===== src/rtl/uart_frame_rx.sv =====
// uart_frame_rx: parametrised asynchronous-serial frame receiver.
// Two-flop synchronised rx drives a frame FSM (start validation, LSB-first
// data, optional parity, stop check) that pushes good frames into a small
// first-word-fall-through FIFO with a valid/ready output.
// Optional build macro: UART_RX_MAJORITY_EN -- every sample point takes a
// 3-sample majority vote, with the decision registered one cycle later.
module uart_frame_rx #(
    parameter int CLKS_PER_BIT = 10,
    parameter int DATA_BITS    = 8,
    parameter int PARITY_MODE  = 0,
    parameter int FIFO_DEPTH   = 4
) (
    input  logic                        clk,
    input  logic                        start,
    input  logic                        rx,
    output logic [DATA_BITS-1:0]        out_data,
    output logic                        out_valid,
    input  logic                        out_ready,
    output logic [$clog2(FIFO_DEPTH):0] fifo_level,
    output logic                        framing_err,
    output logic                        parity_err,
    output logic                        overrun
);

    localparam int AW = $clog2(FIFO_DEPTH);
    localparam int LW = AW + 1;
    localparam int CW = $clog2(CLKS_PER_BIT + 2) + 1;
    localparam int BW = $clog2(DATA_BITS + 1);

`ifdef UART_RX_MAJORITY_EN
    // The vote needs the sample after s, so each decision lands one cycle late.
    localparam int VOTE_LAG = 1;
`else
    localparam int VOTE_LAG = 0;
`endif

    // Counter values at which the start bit and every later bit are decided.
    localparam logic [CW-1:0] START_POINT = CW'(CLKS_PER_BIT / 2 + VOTE_LAG);
    localparam logic [CW-1:0] BIT_POINT   = CW'(CLKS_PER_BIT);

    typedef enum logic [2:0] {
        S_IDLE,
        S_START,
        S_DATA,
        S_PARITY,
        S_STOP,
        S_WAIT_IDLE
    } state_t;

    // Parity bit the line must carry for a given payload.
    function automatic logic expected_parity(input logic [DATA_BITS-1:0] d);
        return (^d) ^ (PARITY_MODE == 2);
    endfunction

    logic rx_meta_p0;
    logic rx_s;
    logic rx_bit;

    // Stage p0/p1: two-flop synchroniser; idle level is high.
    always_ff @(posedge clk or negedge start) begin
        if (!start) begin
            rx_meta_p0 <= 1'b1;
            rx_s       <= 1'b1;
        end else begin
            rx_meta_p0 <= rx;
            rx_s       <= rx_meta_p0;
        end
    end

`ifdef UART_RX_MAJORITY_EN
    logic rx_dly_p2;
    logic rx_dly_p3;

    // Majority of three adjacent synchronised samples.
    function automatic logic maj3(input logic a, input logic b, input logic c);
        return (a & b) | (a & c) | (b & c);
    endfunction

    // Stage p2/p3: history of rx_s for the vote (s-1 and s when rx_s is s+1).
    always_ff @(posedge clk or negedge start) begin
        if (!start) begin
            rx_dly_p2 <= 1'b1;
            rx_dly_p3 <= 1'b1;
        end else begin
            rx_dly_p2 <= rx_s;
            rx_dly_p3 <= rx_dly_p2;
        end
    end

    assign rx_bit = maj3(rx_dly_p3, rx_dly_p2, rx_s);
`else
    assign rx_bit = rx_s;
`endif

    state_t               state;
    logic [CW-1:0]        cnt;
    logic [BW-1:0]        bit_idx;
    logic [DATA_BITS-1:0] shreg;
    logic                 par_bit;
    logic                 push_req;

    // Frame FSM: counts bit periods from the start edge, samples each bit,
    // and issues registered push / error pulses after the stop sample.
    always_ff @(posedge clk or negedge start) begin
        if (!start) begin
            state       <= S_IDLE;
            cnt         <= '0;
            bit_idx     <= '0;
            shreg       <= '0;
            par_bit     <= 1'b0;
            push_req    <= 1'b0;
            framing_err <= 1'b0;
            parity_err  <= 1'b0;
        end else begin
            push_req    <= 1'b0;
            framing_err <= 1'b0;
            parity_err  <= 1'b0;
            case (state)
                S_IDLE: begin
                    // cnt reads 1 on the first cycle after the falling edge.
                    cnt     <= CW'(1);
                    bit_idx <= '0;
                    if (!rx_s) begin
                        state <= S_START;
                    end
                end
                S_START: begin
                    if (cnt == START_POINT) begin
                        cnt   <= CW'(1);
                        state <= rx_bit ? S_IDLE : S_DATA;
                    end else begin
                        cnt <= cnt + CW'(1);
                    end
                end
                S_DATA: begin
                    if (cnt == BIT_POINT) begin
                        cnt     <= CW'(1);
                        shreg   <= {rx_bit, shreg[DATA_BITS-1:1]};
                        bit_idx <= bit_idx + BW'(1);
                        if (bit_idx == BW'(DATA_BITS - 1)) begin
                            state <= (PARITY_MODE != 0) ? S_PARITY : S_STOP;
                        end
                    end else begin
                        cnt <= cnt + CW'(1);
                    end
                end
                S_PARITY: begin
                    if (cnt == BIT_POINT) begin
                        cnt     <= CW'(1);
                        par_bit <= rx_bit;
                        state   <= S_STOP;
                    end else begin
                        cnt <= cnt + CW'(1);
                    end
                end
                S_STOP: begin
                    if (cnt == BIT_POINT) begin
                        cnt <= CW'(1);
                        if (!rx_bit) begin
                            // A low stop bit may be a break; wait for the line to recover.
                            framing_err <= 1'b1;
                            state       <= S_WAIT_IDLE;
                        end else if ((PARITY_MODE != 0) && (par_bit != expected_parity(shreg))) begin
                            parity_err <= 1'b1;
                            state      <= S_IDLE;
                        end else begin
                            push_req <= 1'b1;
                            state    <= S_IDLE;
                        end
                    end else begin
                        cnt <= cnt + CW'(1);
                    end
                end
                S_WAIT_IDLE: begin
                    if (rx_s) begin
                        state <= S_IDLE;
                    end
                end
                default: begin
                    state <= S_IDLE;
                end
            endcase
        end
    end

    logic [DATA_BITS-1:0] mem [FIFO_DEPTH];
    logic [AW-1:0]        wr_ptr;
    logic [AW-1:0]        rd_ptr;
    logic [LW-1:0]        level;
    logic                 full;
    logic                 pop;
    logic                 do_push;

    assign full    = (level == LW'(FIFO_DEPTH));
    assign pop     = out_valid && out_ready;
    // A pop frees the slot in the same cycle, so a full FIFO still accepts.
    assign do_push = push_req && (!full || pop);

    // FIFO control: pointers wrap naturally at a power-of-two depth.
    always_ff @(posedge clk or negedge start) begin
        if (!start) begin
            wr_ptr  <= '0;
            rd_ptr  <= '0;
            level   <= '0;
            overrun <= 1'b0;
        end else begin
            overrun <= push_req && full && !pop;
            if (do_push) begin
                wr_ptr <= wr_ptr + AW'(1);
            end
            if (pop) begin
                rd_ptr <= rd_ptr + AW'(1);
            end
            case ({do_push, pop})
                2'b10:   level <= level + LW'(1);
                2'b01:   level <= level - LW'(1);
                default: level <= level;
            endcase
        end
    end

    // FIFO storage: payload written from the shift register, which holds
    // still until the next frame's first data bit.
    always_ff @(posedge clk) begin
        if (do_push) begin
            mem[wr_ptr] <= shreg;
        end
    end

    assign out_valid  = (level != '0);
    assign fifo_level = level;
    assign out_data   = out_valid ? mem[rd_ptr] : '0;

endmodule


===== config.mk =====
export PLATFORM = sky130hd
export DESIGN_NAME = uart_frame_rx
export DESIGN_NICKNAME = d
export VERILOG_FILES = /design/src/rtl/uart_frame_rx.sv
export SDC_FILE = /design/constraint.sdc
export NUM_CORES = 1
export LEC_CHECK = 0
export CAP_MARGIN = 20
export CORE_MARGIN = 2
export CORE_UTILIZATION = 35
export CTS_CLUSTER_SIZE = 12
export DETAILED_ROUTE_END_ITERATION = 12
export GPL_TIMING_DRIVEN = 0
export PLACE_DENSITY_LB_ADDON = 0.05
export SETUP_SLACK_MARGIN = 0.1
export SYNTH_ARGS = -nofsm -noshare
export SYNTH_HDL_FRONTEND = slang
export SYNTH_SLANG_ARGS = --single-unit

===== constraint.sdc =====
create_clock -name clk -period 2.5 [get_ports clk]
set_input_delay 0.25 -clock clk [delete_from_list [all_inputs] [get_ports clk]]
set_output_delay 0.25 -clock clk [all_outputs]
set_load 0.01 [all_outputs]

-- Word-level counts from Yosys, hierarchy flattened
Memory sizes are Yosys's and may differ from the RTL's.
Index checks and enable logic that the tools add are counted.
- add/subtract/negate cells: 6
- equal/unequal tests: 18
- mux-type cells: 25
- reductions and logical operators: 16
- operators by type and width (operator ; number):
    3-bit 2-to-1 mux ; 8
    3-bit one-hot mux with 6 select lines ; 1
    5-bit one-hot mux with 3 select lines ; 1
    2-bit inequality test, second input constant ; 7
    5-bit 2-to-1 mux ; 2
    3-bit == test, second input constant ; 3
    1-bit 2-to-1 mux ; 8
    8-bit 2-to-1 mux ; 1
    4-bit one-hot mux with 2 select lines ; 1
    7-bit AND reduction ; 1
    3-bit by 2-bit == test with 1-bit output, second input constant ; 2
    3-bit one-hot mux with 2 select lines ; 1
    3-bit nonzero test ; 2
    5-bit by 1-bit adder with 5-bit output, second input constant ; 1
    5-bit by 3-bit == test with 1-bit output, second input constant ; 1
    5-bit by 4-bit == test with 1-bit output, second input constant ; 1
    2-bit by 1-bit adder with 2-bit output, second input constant ; 2
    4-bit by 1-bit adder with 4-bit output, second input constant ; 1
    4-bit by 3-bit == test with 1-bit output, second input constant ; 1
    1-bit logical AND ; 4
    4-bit 2-to-1 mux ; 1
    2-bit AND reduction ; 2
    2-bit nonzero test ; 2
    3-bit by 1-bit adder with 3-bit output, second input constant ; 1
    9 further kinds ; 10
- flip-flop bits (word level): 32
- RAM bits: 32
- logic and storage cells: 78
- memories kept: 1
- memories (name ; words ; bits a word ; rd ports ; clocked after Yosys merged registers in ; wr ports ; line ; text):
    mem ; 4 ; 8 ; 1 ; 0 ; 1 ; 186 ; logic [DATA_BITS-1:0] mem [FIFO_DEPTH];

-- Logic depth before layout (Yosys ltp)
Gate-level depths: netlist (run 1).
- depth after elaboration: 6
- mapped depth: 8

-- Least setup slack after synthesis (run 1)
OpenSTA, ideal clock, no wires.
- path type: register to register
- from: register level[1] (netlist: fifo_level[1])
- to: register level[1] (netlist: fifo_level[1])
- library setup time: 0.087 ns
- data arrival time: 1.972 ns
- required time: 2.413 ns
- slack: 0.441 ns
- stages on the path, launching flop included: 8
- buffers on the path: 1
- period minus slack after synthesis: 2.059 ns
- cell sequence: dfrtp_1 or3_1 clkbuf_1 nand2_1 fa_1 a211oi_1 o21ai_0 a22oi_1
- longest elaborated chain between the ends: 6
- elaborated cells between the ends (all ways): 12
- classes of those cells: add/sub: 2; eq/ne: 3; mux: 1; reduce/logical: 6
- RTL lines (element ; line ; text):
    start: declaration ; 189 ; logic [LW-1:0] level;
    start signal: assignment ; 215 ; 2'b10: level <= level + LW'(1);
    start signal: assignment ; 216 ; 2'b01: level <= level - LW'(1);
    start signal: assignment ; 217 ; default: level <= level;
    3-bit nonzero test * ; 230 ; assign out_valid = (level != '0);
    net out_valid ; 17 ; output logic out_valid,
    1-bit logical AND * ; 195 ; assign pop = out_valid && out_ready;
    1-bit logical OR ; 197 ; assign do_push = push_req && (!full || pop);
    1-bit logical AND ; 197 ;
    2-bit by 1-bit == test with 1-bit output or 2-bit == test (tied branches) ; 214 ; case ({do_push, pop})
    3-bit one-hot mux with 2 select lines or 2-bit nonzero test (tied branches) ; n/a ;
Mark *: on every way through the listed nets, which the timed path passes. The rest lies on a longest branch.
A chain may end at the register's enable or synchronous reset.

-- Worst setup path after layout (run 1)
- from: register rd_ptr[0]
- to: output port out_data[7]
- longest elaborated chain between the ends: 2
- RTL lines (element ; line ; text):
    start: declaration ; 188 ; logic [AW-1:0] rd_ptr;
    start signal: assignment ; 212 ; rd_ptr <= rd_ptr + AW'(1);
    memory 4 x 8 bit ; n/a ;
    8-bit 2-to-1 mux ; 232 ; assign out_data = out_valid ? mem[rd_ptr] : '0;
    end: declaration ; 16 ; output logic [DATA_BITS-1:0] out_data,
Every way passes these cells.

==> results of run 1 <==
-- state kept, by name, summed over array words and instances (netlist names) --
register	count
bit_idx	4
cnt	5
fifo_level	3
framing_err	1
mem	32
overrun	1
push_req	1
rd_ptr	2
rx_bit	1
rx_meta_p0	1
shreg	8
state	3
wr_ptr	2
-- cells by family after synthesis --
kind of cell / count (synthesis) / synth area share
other: 1 / 0.00127
XOR/XNOR: 6 / 0.0178
AO/OA/AOI/OAI: 28 / 0.0603
multiplexers: 12 / 0.0751
flip-flops: 64 / 0.598
adder cells (fa/ha/maj): 9 / 0.0407
buffers and inverters: 19 / 0.0382
AND/OR/NAND/NOR: 90 / 0.168
-- what timing repair did --
| action | CTS | global route |
|---|---|---|
| setup buffers | 0 | 0 |
| endpoints found under the setup margin | 8 | 8 |
| gates resized for setup | 2 | 1 |
| hold buffers | 1 | 0 |
| endpoints found under the hold margin | 15 | 0 |
| cloned | 0 | 0 |
-- area by class of cell --
type,count,area (um2),area share
Buffer,9,78.8,0.0229
Inverter,9,33.8,0.00980
Sequential cell,64,1760,0.512
Clock inverter,7,80.1,0.0232
Multi-Input combinational cell,146,1070,0.311
Timing Repair Buffer,17,165,0.0479
Clock buffer,9,124,0.0359
Tap cell,105,131,0.0381
-- metal layers --
metal	global-route usage	wire, um	up-vias
met1	0.157	2380	885
met3	0.0431	97	4
met5	0	0	-
met2	0.213	2680	17
met4	0.0429	36	0
li1	-	-	867
-- synthesized netlist by cell type, drive strengths merged, types with 2 or more instances --
master	number	area share
nand3	8	0.014
ha	8	0.034
o21ai	12	0.023
clkbuf	6	0.0076
xor2	3	0.0089
nor3b	3	0.0076
mux4	8	0.061
dfstp	2	0.018
nand2	37	0.047
a21oi	3	0.0051
or3	4	0.010
inv	9	0.011
buf	3	0.0081
dfrtp	30	0.25
mux2i	3	0.010
xnor2	3	0.0089
nand4bb	2	0.013
a31oi	2	0.0042
and2	13	0.028
a22oi	2	0.0051
edfxtp	32	0.33
nor2	10	0.013
nor2b	5	0.011
o22ai	2	0.0042
-- worst max-delay path: stages (launching register included) --
cell and delay [ps]:
dfrtp_1 330, buf_4 220, mux4_2 530, and2_1 170
clkdlybuf4s50_1 470
-- worst min path at each step --
stage,slack (ps),endpoint,depth (start not counted),from
after global placement,350,rx_bit,0,rx_meta_p0
final,320,rx_meta_p0,1,rx
after detailed placement,350,rx_bit,0,rx_meta_p0
after global routing,310,rx_meta_p0,1,rx
after floorplan,-50,bit_idx[0],0,start
after CTS,310,rx_meta_p0,1,rx
-- through the flow --
stage          hold WS [ps]  utilization  std cells
2_1_floorplan         -45.6            -        229
3_3_place_gp            349        0.396        350
3_5_place_dp            348        0.396        350
4_1_cts                 306        0.422        366
5_1_grt                 312        0.422        366
6_report                323        0.422        366
-- power breakdown --
group | switching [mW] | total (mW) | internal (mW)
logic | 0.501 | 1.14 | 0.636
registers | 0.130 | 1.33 | 1.20
clock network | 0.429 | 0.897 | 0.468
total | 1.06 | 3.36 | 2.30
==> impl_metrics.py, run 1 <==
metrics = {
    "sta": {
        "tightest_slew_ps": 747,
        "timing.fmax_ghz": 0.437,
        "finalMaxSlewViolations": 0,
        "slew_headroom": 0.502,
        "fin_crit_sh": 0.915,
        "setup_violations": 0,
        "rsz0062_at_grt": "no",
        "fin_skew_ps": 6.37,
        "final_hold_viol_count": 0,
        "fin_crit_ps": 2290,
        "worst_slack_ps": 212,
        "setup_tns_ps": 0,
    },
    "critical_path": {
        "worst_ep_arrival_time_ps": 2040,
        "worst_setup_path_start_kind": "flip-flop",
        "cp_max_fo": 10,
        "r2r-start": "fifo_level[1]",
        "critPathCaptureType": "output port",
        "critPathKind": "reg2out",
        "timing.rr.end": "fifo_level[1]",
        "reg2reg_depth": 7,
        "r2r_setup_slack_ps": 370,
        "crit_required_ps": 2250,
        "crit_end": "out_data[7]",
        "startpoint": "rd_ptr[0]",
    },
    "floorplan": {
        "num_rows": 33,
        "die_area_mm2": 0.00917,
        "coreArea_mm2": 0.00818,
        "ioPinCount": 19,
        "die_y_um": 95.8,
        "die_w_um": 95.8,
        "initial_utilization": 0.361,
    },
    "layout": {
        "area_growth_syn_to_layout_pct": 17.0,
        "layout.cells.most_common_list": "37 x nand2_1, 32 x edfxtp_1, 30 x dfrtp_1",
        "fill_cells": 787,
        "layout_commonest_cell": "nand2_1",
        "fin_area_mm2": 0.00345,
        "finalNetCount": 269,
        "antenna_cells": 0,
        "drive_above_1_share": 0.153,
    },
    "detailed_routing": {
        "viasPerCell": 4.84,
        "dr.first_iter.drc_count": 64,
        "post_drt_wl_per_cell_um": 14.2,
        "drt_wl_total_um": 5200,
        "dr.pass1.iters": 4,
        "dr_total_vias": 1773,
        "route.detailed.drc": 0,
        "final_antenna_net_count": 0,
    },
    "logic_synthesis": {
        "synth_edf_count": 32,
        "ys_warn_count": 0,
        "synth_cells": 229,
        "syn_area_per_cell_um2": 12.9,
        "synth_seq_cells": 64,
        "ys_seq_area_frac": 0.598,
        "ys_types": 49,
        "async_reset_ff_frac": 0.500,
        "netlist_area_mm2": 0.00295,
        "synth_top_flop_cell": "edfxtp_1",
        "postSynthNetCount": 242,
    },
    "pwr": {
        "vdd_drop_max_v": 0.000372,
        "power.leakage_nw": 1.37,
        "p_per_area_mw_per_mm2": 975,
        "power_mw": 3.36,
    },
    "run_status": {
        "status": "finished, final reports clean",
    },
    "global_route": {
        "overflow": 0,
        "antenna_found_initial": 0,
        "grt_pass1_vias": 1788,
        "grt_first_pass_wirelength_um": 8630,
        "grt_max_degree": 33,
        "grt.total_usage": 0.128,
    },
    "placement": {
        "hpwl_um": 3490,
        "place.gp.congestion": 0.756,
        "placed_cell_area_mm2": 0.00323,
        "io_buffers": 16,
        "post-place-ws_ps": 244,
    },
    "job": {
        "max-cap-violations": 0,
    },
    "clocking": {
        "clk_pin_slew_ps": 80,
        "cts_root_buf": "clkbuf_8",
        "clock_latency_ps": 330,
        "h-tree-depth": 3,
        "clk_path_buf_depth": 2,
        "cts_buffers": 9,
        "cts_tree": "yes",
        "cts_sinks": 64,
    },
    "hold_path": {
        "holdCritPathClass": "in2reg",
    },
}
Power figures use the tool's default switching activity.
==> run 2, diff against run 1 <==
--- a/config.mk
+++ b/config.mk
@@ -13,6 +13,7 @@
 export GPL_TIMING_DRIVEN = 0
 export PLACE_DENSITY_LB_ADDON = 0.05
 export SETUP_SLACK_MARGIN = 0.1
+export SKIP_LAST_GASP = 1
 export SYNTH_ARGS = -nofsm -noshare
 export SYNTH_HDL_FRONTEND = slang
 export SYNTH_SLANG_ARGS = --single-unit
==> results of run 2 <==
The final DEF is identical to that of run 1; final timing and power are the same.
==> run 3, diff against run 2 <==
--- a/config.mk
+++ b/config.mk
@@ -6,6 +6,7 @@
 export NUM_CORES = 1
 export LEC_CHECK = 0
 export CAP_MARGIN = 20
+export CORE_ASPECT_RATIO = 0.6
 export CORE_MARGIN = 2
 export CORE_UTILIZATION = 35
 export CTS_CLUSTER_SIZE = 12
==> impl_metrics.py, run 3 (synthesis results as in run 1) <==
metrics = {
    "floorplan": {
        "coreArea_mm2": 0.00801,
        "num_rows": 25,
        "die_y_um": 75.1,
        "initial_utilization": 0.368,
        "die_area_mm2": 0.00920,
        "ioPinCount": 19,
        "die_w_um": 122,
    },
    "sta": {
        "tightest_slew_ps": 825,
        "setup_violations": 0,
        "fin_skew_ps": 4.48,
        "finalMaxSlewViolations": 0,
        "final_hold_viol_count": 0,
        "rsz0062_at_grt": "no",
        "timing.fmax_ghz": 0.432,
        "setup_tns_ps": 0,
        "slew_headroom": 0.450,
        "fin_crit_ps": 2310,
        "fin_crit_sh": 0.926,
    },
    "run_status": {
        "status": "finished, final reports clean",
    },
    "critical_path": {
        "critPathKind": "reg2out",
        "path_cells": "or3_1 > buf_2 > and2_1 > clkdlybuf4s50_1",
        "worst_ep_arrival_time_ps": 2060,
        "timing.rr.end": "fifo_level[1]",
        "reg2reg_depth": 7,
        "cp_max_fo": 10,
        "worst_setup_path_start_kind": "flip-flop",
        "critPathMaxStageDelay_ps": 480,
        "r2r_setup_slack_ps": 290,
        "r2r-start": "fifo_level[1]",
        "critPathCaptureType": "output port",
        "cp_slowest_cell": "clkdlybuf4s50_1",
        "crit_required_ps": 2250,
    },
    "detailed_routing": {
        "final_antenna_net_count": 0,
        "dr.pass1.iters": 4,
        "dr.first_iter.drc_count": 118,
        "post_drt_wl_per_cell_um": 15.6,
        "viasPerCell": 4.79,
        "drt_wl_total_um": 5760,
        "route.detailed.drc": 0,
        "dr_total_vias": 1764,
    },
    "clocking": {
        "clk_path_buf_depth": 2,
        "clk_pin_slew_ps": 50,
        "h-tree-depth": 3,
        "cts_root_buf": "clkbuf_16",
        "cts_buffers": 9,
        "post_cts_buffers": 0,
        "clock_latency_ps": 320,
        "cts_sinks": 64,
        "cts_tree": "yes",
        "cts_hold_buf": 0,
    },
    "layout": {
        "area_growth_syn_to_layout_pct": 19.5,
        "fin_area_mm2": 0.00352,
        "largest_reg_flops": 32,
        "finalNetCount": 268,
        "antenna_cells": 0,
        "layout.cells.most_common_list": "37 x nand2_1, 32 x edfxtp_1, 30 x dfrtp_1",
        "drive_above_1_share": 0.138,
        "layout_commonest_cell": "nand2_1",
        "instances_no_fill": 368,
        "top_regs": "mem: 32 flops, shreg: 8 flops, cnt: 5 flops",
        "largest_register": "mem",
    },
    "pwr": {
        "vdd_drop_max_v": 0.000401,
        "p_per_area_mw_per_mm2": 1050,
        "power.leakage_nw": 1.41,
    },
    "global_route": {
        "grt.total_usage": 0.144,
        "grt_first_pass_wirelength_um": 9470,
        "grt_max_degree": 33,
        "antenna_found_initial": 0,
        "grt_pass1_vias": 1725,
        "overflow": 0,
    },
    "placement": {
        "post-place-cells": 353,
        "placed_cell_area_mm2": 0.00324,
        "place.gp.congestion": 0.744,
        "io_buffers": 16,
        "hpwl_um": 3960,
    },
    "job": {
        "max-cap-violations": 0,
    },
    "hold_path": {
        "holdCritPathClass": "in2async",
    },
}
==> run 3: critical path: cells and delay by family, from the launching register on <==
family        cells  cell delay, ps
buf+inv           2             700
simple gates      2             620
flops             1             430
==> run 3: cell type report <==
cell class	count	area, um2
clock inverters	5	47.5
inverters	9	33.8
clock buffers	11	233
multi-input cells	146	1070
well taps	108	135
fillers	770	4490
plain buffers	9	82.6
repair buffers	16	155
flip-flops and latches	64	1760
==> run 3: how the worst max path moves through the flow <==
| stage | startpoint | end | slack, ps | depth (start not counted) |
|---|---|---|---|---|
| final | fifo_level[1] | out_data[3] | 190 | 4 |
| after global routing | fifo_level[1] | out_data[3] | 110 | 4 |
| after CTS | fifo_level[1] | out_data[3] | 120 | 4 |
| after detailed placement | fifo_level[1] | fifo_level[1] | 190 | 7 |
| after global placement | fifo_level[1] | fifo_level[1] | 230 | 7 |
| after floorplan | fifo_level[1] | fifo_level[1] | 440 | 7 |
==> run 3: metal layers <==
metal	GRT usage	up-vias	part of all wire
met3	0.0500	6	0.035
met4	0.0498	0	0.0094
met5	0	-	0
met2	0.176	29	0.37
met1	0.228	858	0.58
li1	-	871	-
==> run 3: stage by stage <==
stage	total power [mW]	setup WS [ps]	util	hold slack [ps]
finish	3.71	185	0.440	25.7
global route	3.93	113	0.440	82.9
CTS	3.74	125	0.439	53.2
detailed placement	2.54	191	0.404	348
global placement	2.54	225	0.405	348
floorplan	2.09	441	-	-45.6
==> run 3: timing repair <==
action,in CTS,in global routing
hold endpoints to repair,0,0
endpoints found under the setup margin,8,5
gates resized for setup,2,2
pin swaps,0,0
==> run 3: report_power, final <==
part	total, mW	internal [mW]	leakage, nW	switching, mW
Combinational	1.18	0.643	0.579	0.540
Clock	1.18	0.761	0.138	0.421
Sequential	1.34	1.20	0.690	0.142
Total	3.71	2.61	1.41	1.10
